$ cat src/rtl/keypad_scanner.sv
// 4x4 matrix keypad scanner: one-row-at-a-time drive, 2-flop column sync,
// whole-scan debounce with ghost/multi-key rejection, single-cycle keydown events.
module keypad_scanner #(
   parameter int SCAN_DIV       = 5000,
   parameter int DEBOUNCE_SCANS = 4
) (
   input  logic       i_clk,
   input  logic       i_rst_n,
   input  logic [3:0] i_col_n,
   output logic [3:0] o_row_n,
   output logic       o_keydown,
   output logic [3:0] o_key_id,
   output logic       o_key_held
);

   localparam int             DW         = $clog2(SCAN_DIV);
   localparam logic [DW-1:0]  DWELL_LAST = DW'(SCAN_DIV - 1);
   localparam logic [3:0]     DEB        = 4'(DEBOUNCE_SCANS);
   // Candidate encoding: bit 4 set means "no single key" (NONE), else bits 3:0 are the id.
   localparam logic [4:0]     NONE       = 5'b1_0000;

   logic [3:0]    r_col_meta;
   logic [3:0]    r_col_sync;
   logic [3:0]    r_row_n;
   logic [1:0]    r_row;
   logic [DW-1:0] r_dwell;
   logic [15:0]   r_samples;
   logic [4:0]    r_prev_cand;
   logic [4:0]    r_stable;
   logic [3:0]    r_match_cnt;
   logic          r_keydown;
   logic [3:0]    r_key_id;
   logic          r_key_held;

   logic          w_sample;
   logic          w_scan_end;
   logic [15:0]   w_scan;
   logic [4:0]    w_cand;
   logic [3:0]    w_next_cnt;
   logic          w_accept;

   assign w_sample   = (r_dwell == DWELL_LAST);
   assign w_scan_end = w_sample && (r_row == 2'd3);
   // Row 3 is still being sampled on the evaluating cycle, so splice it in directly.
   assign w_scan     = {~r_col_sync, r_samples[11:0]};

   always_comb begin
      w_cand = NONE;
      if ((w_scan != 16'h0000) && ((w_scan & (w_scan - 16'd1)) == 16'h0000)) begin
         for (int i = 0; i < 16; i++) begin
            if (w_scan[i]) w_cand = {1'b0, 4'(i)};
         end
      end
   end

   always_comb begin
      w_next_cnt = 4'd1;
      if (w_cand == r_prev_cand) begin
         w_next_cnt = (r_match_cnt >= DEB) ? DEB : (r_match_cnt + 4'd1);
      end
   end

   assign w_accept = (w_next_cnt == DEB) && (w_cand != r_stable);

   always_ff @(posedge i_clk or negedge i_rst_n) begin
      if (!i_rst_n) begin
         r_col_meta <= 4'b1111;
         r_col_sync <= 4'b1111;
      end else begin
         r_col_meta <= i_col_n;
         r_col_sync <= r_col_meta;
      end
   end

   always_ff @(posedge i_clk or negedge i_rst_n) begin
      if (!i_rst_n) begin
         r_dwell   <= '0;
         r_row     <= 2'd0;
         r_row_n   <= 4'b1110;
         r_samples <= 16'h0000;
      end else if (w_sample) begin
         r_dwell                    <= '0;
         r_row                      <= r_row + 2'd1;
         r_row_n                    <= {r_row_n[2:0], r_row_n[3]};
         r_samples[{r_row, 2'b00} +: 4] <= ~r_col_sync;
      end else begin
         r_dwell <= r_dwell + DW'(1);
      end
   end

   always_ff @(posedge i_clk or negedge i_rst_n) begin
      if (!i_rst_n) begin
         r_prev_cand <= NONE;
         r_stable    <= NONE;
         r_match_cnt <= 4'd0;
         r_keydown   <= 1'b0;
         r_key_id    <= 4'd0;
         r_key_held  <= 1'b0;
      end else begin
         r_keydown <= 1'b0;
         if (w_scan_end) begin
            r_prev_cand <= w_cand;
            r_match_cnt <= w_next_cnt;
            if (w_accept) begin
               r_stable <= w_cand;
               if (w_cand[4]) begin
                  r_key_held <= 1'b0;
               end else begin
                  r_keydown  <= 1'b1;
                  r_key_id   <= w_cand[3:0];
                  r_key_held <= 1'b1;
               end
            end
         end
      end
   end

   assign o_row_n    = r_row_n;
   assign o_keydown  = r_keydown;
   assign o_key_id   = r_key_id;
   assign o_key_held = r_key_held;

endmodule

$ cat config.mk
export PLATFORM = sky130hd
export DESIGN_NAME = keypad_scanner
export DESIGN_NICKNAME = d
export VERILOG_FILES = /design/src/rtl/keypad_scanner.sv
export SDC_FILE = /design/constraint.sdc
export NUM_CORES = 1
export LEC_CHECK = 0
export ABC_CLOCK_PERIOD_IN_PS = 3150
export CAP_MARGIN = 10
export CORE_ASPECT_RATIO = 1.5
export CORE_UTILIZATION = 39
export DETAILED_ROUTE_END_ITERATION = 10
export HOLD_SLACK_MARGIN = 0.08
export PLACE_DENSITY = 0.52
export SYNTH_ARGS = -nofsm -noshare
export SYNTH_HDL_FRONTEND = slang
export SYNTH_SLANG_ARGS = --single-unit
$ cat constraint.sdc
create_clock -name i_clk -period 3.15 [get_ports i_clk]
set_input_delay 0.63 -clock i_clk [delete_from_list [all_inputs] [get_ports i_clk]]
set_output_delay 0.63 -clock i_clk [all_outputs]
set_load 0.02 [all_outputs]
# Word-level counts from Yosys, hierarchy flattened
# Cells that the tools add are included.
[totals]
reg_bits = 63
in_bits = 6
elab_cells = 59
[op_classes]
add_sub_neg = 5
magnitude_cmp = 1
n_eq_ne = 5
n_shift = 2
muxes = 24
bitwise_logic = 3
reduce_logical = 7
[ops]
columns = ["op", "count"]
rows = [
  ["5-bit two-way mux", 17],
  ["16-bit AND", 1],
  ["16-bit bitwise mux", 1],
  ["16-bit zero test", 1],
  ["16-bit nonzero test", 1],
  ["4-bit by 6-bit variable shift with 16-bit output (first input constant)", 1],
  ["4-bit by 6-bit indexed part select with 16-bit output", 1],
  ["16-bit by 1-bit subtractor with 16-bit output (second input constant)", 1],
  ["13-bit by 1-bit adder with 13-bit output (second input constant)", 1],
  ["13-bit equality test (second input constant)", 1],
  ["13-bit two-way mux", 1],
  ["4-bit two-way mux", 2],
  ["4-bit negator with 6-bit output", 1],
  ["5-bit equality test", 1],
  ["5-bit != test", 1],
  ["4-bit by 1-bit adder with 4-bit output (second input constant)", 1],
  ["4-bit by 3-bit equality test with 1-bit output (second input constant)", 1],
  ["4-bit by 3-bit >= comparator with 1-bit output (second input constant)", 1],
  ["4-bit NOT", 1],
  ["1-bit logical AND", 3],
  ["1-bit two-way mux", 3],
  ["3-bit AND reduction", 1],
  ["2-bit by 1-bit adder with 2-bit output (second input constant)", 1],
  ["2-bit equality test (second input constant)", 1],
  ["2 further kinds", 2],
]

# Longest topological paths before layout
# Gate-level depths: netlist of run 1.
[depth]
word_depth = 23
mapped_depth = 10
mapped_depth_nobuf = 9

# Worst setup path after synthesis of run 1
# No wires, ideal clock.
[synth_timing]
kind = "reg-to-reg"
from = "register r_samples[2]"
to = "register r_stable[0]"
setup_time_ns = 0.125
t_arrival_ns = 2.668
required_time_ns = 3.025
path_slack_ns = 0.357
path_stages_with_launch = 10
path_buffers = 0
path_cell_list = "dfrtp_1 -> nor4_4 -> and3_1 -> a21oi_1 -> or4_4 -> or4_1 -> a21oi_2 -> o31a_4 -> a21oi_4 -> mux2_4"
[synth_between]
elab_chain_cells = 20
elab_cells_between_ends = 26
cone_classes = "add/sub: 1; eq/ne: 3; mux: 16; bitwise: 1; reduce/logical: 5"
[synth_lines]
columns = ["element", "line_no", "text"]
rows = [
  ["start: declaration", "27", "logic [15:0] r_samples;"],
  ["start signal: indexed assignment", "85", "r_samples[{r_row, 2'b00} +: 4] <= ~r_col_sync;"],
  ["5-bit two-way mux (14 in a row)", "51", "if (w_scan[i]) w_cand = {1'b0, 4'(i)};"],
  ["5-bit two-way mux *", "49", "if ((w_scan != 16'h0000) && ((w_scan & (w_scan - 16'd1)) == 16'h0000)) begin"],
  ["5-bit equality test", "58", "if (w_cand == r_prev_cand) begin"],
  ["4-bit two-way mux", "58", ""],
  ["4-bit by 3-bit equality test with 1-bit output", "63", "assign w_accept = (w_next_cnt == DEB) && (w_cand != r_stable);"],
  ["1-bit logical AND", "63", ""],
  ["2-bit AND reduction (no source line)", "-", ""],
  ["end signal: assignment", "105", "r_stable <= w_cand;"],
  ["end: declaration", "29", "logic [4:0] r_stable;"],
]
# Every way passes the cells marked *; elsewhere a longest branch is shown, timed or not.
# A chain may end at the register's enable or synchronous reset.

# Worst setup path after layout of run 1
# Same ends and word-level chain as after synthesis.

==> metrics.cfg, run 1 <==
[placed_design]
dp_hpwl_mm=4.79
dp_cells=418
io_buffers=15
gp_congestion=0.820

[die]
die_x_um=74.6
io_pins=16
num_rows=39
die_h_um=111
dieArea_sq_um=8280
initial_utilization=0.403
core_area_sq_um=7660

[timing]
hold_viol_final=0
tns_ns=0
max_freq_mhz=336
rsz0062_at_grt=no
setup_viol=0
min_period_ns=2.98
holdWs_ns=0.334
slew_viol_final=0
fin_crit_sh=0.945
slew_headroom=0.552
fin_worst_skew_ns=0.00992
worst_pin_slew_ns=0.673

[setup_path]
crit_arrival_ns=3.18
cpPeakStageDelay_ns=0.52
cp_max_fo=7
reg2reg_slack_ns=0.17
cp_num_buf_inv=0
slowest_stage=or4_4
end_kind=register
timing.rr.start=r_samples[2]
crit_chain=nor4_4 -> and3_1 -> a21oi_1 -> or4_4 -> or4_1 -> a21oi_2 -> o31a_4 -> a21oi_4 -> mux2_4
cp_top_family=simple AND/OR/NAND/NOR gates
cp.depth=9
critPathRequiredTime_ns=3.35
path_class=reg2reg
rr_worst_depth=9
cp-start-kind=register
rr_endpoint=r_stable[0]

[final_layout]
fin_cells=434
mostFrequentLayoutCell=dfrtp_1
syn_to_final_growth_pct=20.9
final_cell_mix=dfrtp_1 (46), nand2_1 (42), nor2_1 (23)
final_nets=340
n_antenna_cell=0
drive_above_1_share=0.205

[global_route]
grt_max_degree=32
grt_pass1_vias=2174
antenna_found_initial=0
grt_first_pass_wirelength_mm=11.1
grtUsageTotal=0.179
grt_overflow_total=0

[power]
ir_drop_v=0.000277
leakagePower_nw=1.59
power_density_nw_per_um2=476

[logic_synthesis]
yosys_warnings=0
synth_top_area_cell=dfrtp_1
synth_nets=305
synth_flop_cell=dfrtp_1
netlist_top_cells_area=dfrtp_1 (37%), dfstp_2 (11%), nand2_1 (5.1%), o31ai_1 (3.2%), ha_1 (2.8%)
ys_seq_area_frac=0.484
syn_avg_cell_area_sq_um=10.6
netlist_area_sq_um=3080
synth_seq_cells=59
synth_async_sr_flop_share=1.00
yosysTopAreaCellShare=0.373
syn_inst=292
synth_edf_count=0
ys_types=59

[route]
vias=2284
drt.antenna.violating_nets=0
vias_per_cell=5.26
wl_per_cell_um=15.2
totalWireLength_mm=6.59
drt_iter0_markers=131
drc=0
drtPass1Iterations=4

[cts]
clock_path_buffers=2
cts-root-buf=clkbuf_16
cts_max_level=3
cts_sinks=59
numCtsBuffers=9
cts_tree=yes
clk_pin_slew_ns=0.06
ctsHoldBuffers=0
post_cts_buffers=0
clk_latency_ns=0.33

[run]
cap_violations=0

[hold_path]
hold_path_class=in2async

[run_status]
status=complete, no violations

[timing repair]
action                                  CTS  global route
endpoints found under the hold margin     0             0
endpoints found under the setup margin    0             5
gates resized for setup                   0             3
[cells in the mapped netlist, types with 3 or more instances]
library cell / instances
a21oi_1: 6
a31oi_1: 4
and2_1: 4
and3_1: 8
clkbuf_1: 4
dfrtp_1: 46
dfstp_2: 13
ha_1: 7
inv_1: 9
mux2_2: 5
mux2_4: 5
mux2i_1: 3
nand2_1: 42
nand2b_1: 5
nand3_1: 7
nand3b_1: 4
nor2_1: 23
nor2b_1: 3
nor3_1: 6
nor4_1: 4
nor4_4: 3
o21ai_0: 6
o21ai_1: 3
o31ai_1: 13
xnor2_1: 7
xor2_1: 10
[power by group]
group	internal, W	switching [W]
clock network	0.000609	0.000320
registers	0.000769	0.00000773
logic	0.0000262	0.0000429
[worst max-delay path by stage]
stage / to / start / slack, ns
CTS: r_stable[0] / r_samples[2] / 0.17
global route: r_stable[0] / r_samples[2] / 0.007
finish: r_stable[0] / r_samples[2] / 0.17
floorplan: r_stable[0] / r_samples[2] / 0.36
global placement: r_stable[0] / r_samples[11] / 0.21
detailed placement: r_stable[0] / r_samples[2] / 0.18
[final cells by class]
class,instances,area [sq um]
Clock buffer,13,240
Clock inverter,3,40.0
Fill cell,729,3930
Inverter,9,33.8
Multi-Input combinational cell,218,1540
Sequential cell,59,1490
Tap cell,102,128
Timing Repair Buffer,30,258
[registers in the layout (all words and copies together), names as in the netlist]
register and count:
r_col_meta 4, o_key_id 4, r_row 2, r_match_cnt 4, o_keydown 1, o_row_n 4, o_key_held 1, r_stable 5
r_dwell 13, r_samples 12, r_col_sync 4, r_prev_cand 5
[through the flow]
| stage | util | setup slack (ns) | instance area, sq um | total power (W) |
|---|---|---|---|---|
| floorplan | - | 0.357 | 3080 | 0.000820 |
| global placement | 0.449 | 0.206 | 3440 | 0.000859 |
| detailed placement | 0.449 | 0.181 | 3440 | 0.000858 |
| CTS | 0.485 | 0.167 | 3720 | 0.00180 |
| global route | 0.487 | 0.00656 | 3730 | 0.00184 |
| finish | 0.487 | 0.173 | 3730 | 0.00177 |
[per-layer routing]
metal  wire length [um]  GRT usage
met1               2990      0.224
met2               3230      0.286
met3                195     0.0409
met4                176     0.0792
met5                  0          0
[cells by family (layout without fill, tap and decap cells)]
group / count (synthesis) / in the layout / share of synthesized area
xor gates and xnor gates: 17 / 17 / 0.0483
AOI/OAI and AO/OA: 56 / 56 / 0.142
and+or+nand+nor: 124 / 124 / 0.221
adders and majority gates: 8 / 8 / 0.0316
muxes: 13 / 13 / 0.0523
DFF: 59 / 59 / 0.484
buffers and inverters: 15 / 55 / 0.0211
No activity file was read; power rests on OpenSTA's default activity.
==> inputs of run 2 (changes only) <==
Settings changed: TNS_END_PERCENT set to 10.
==> results of run 2 <==
The final DEF is identical to that of run 1; final timing and power are the same.
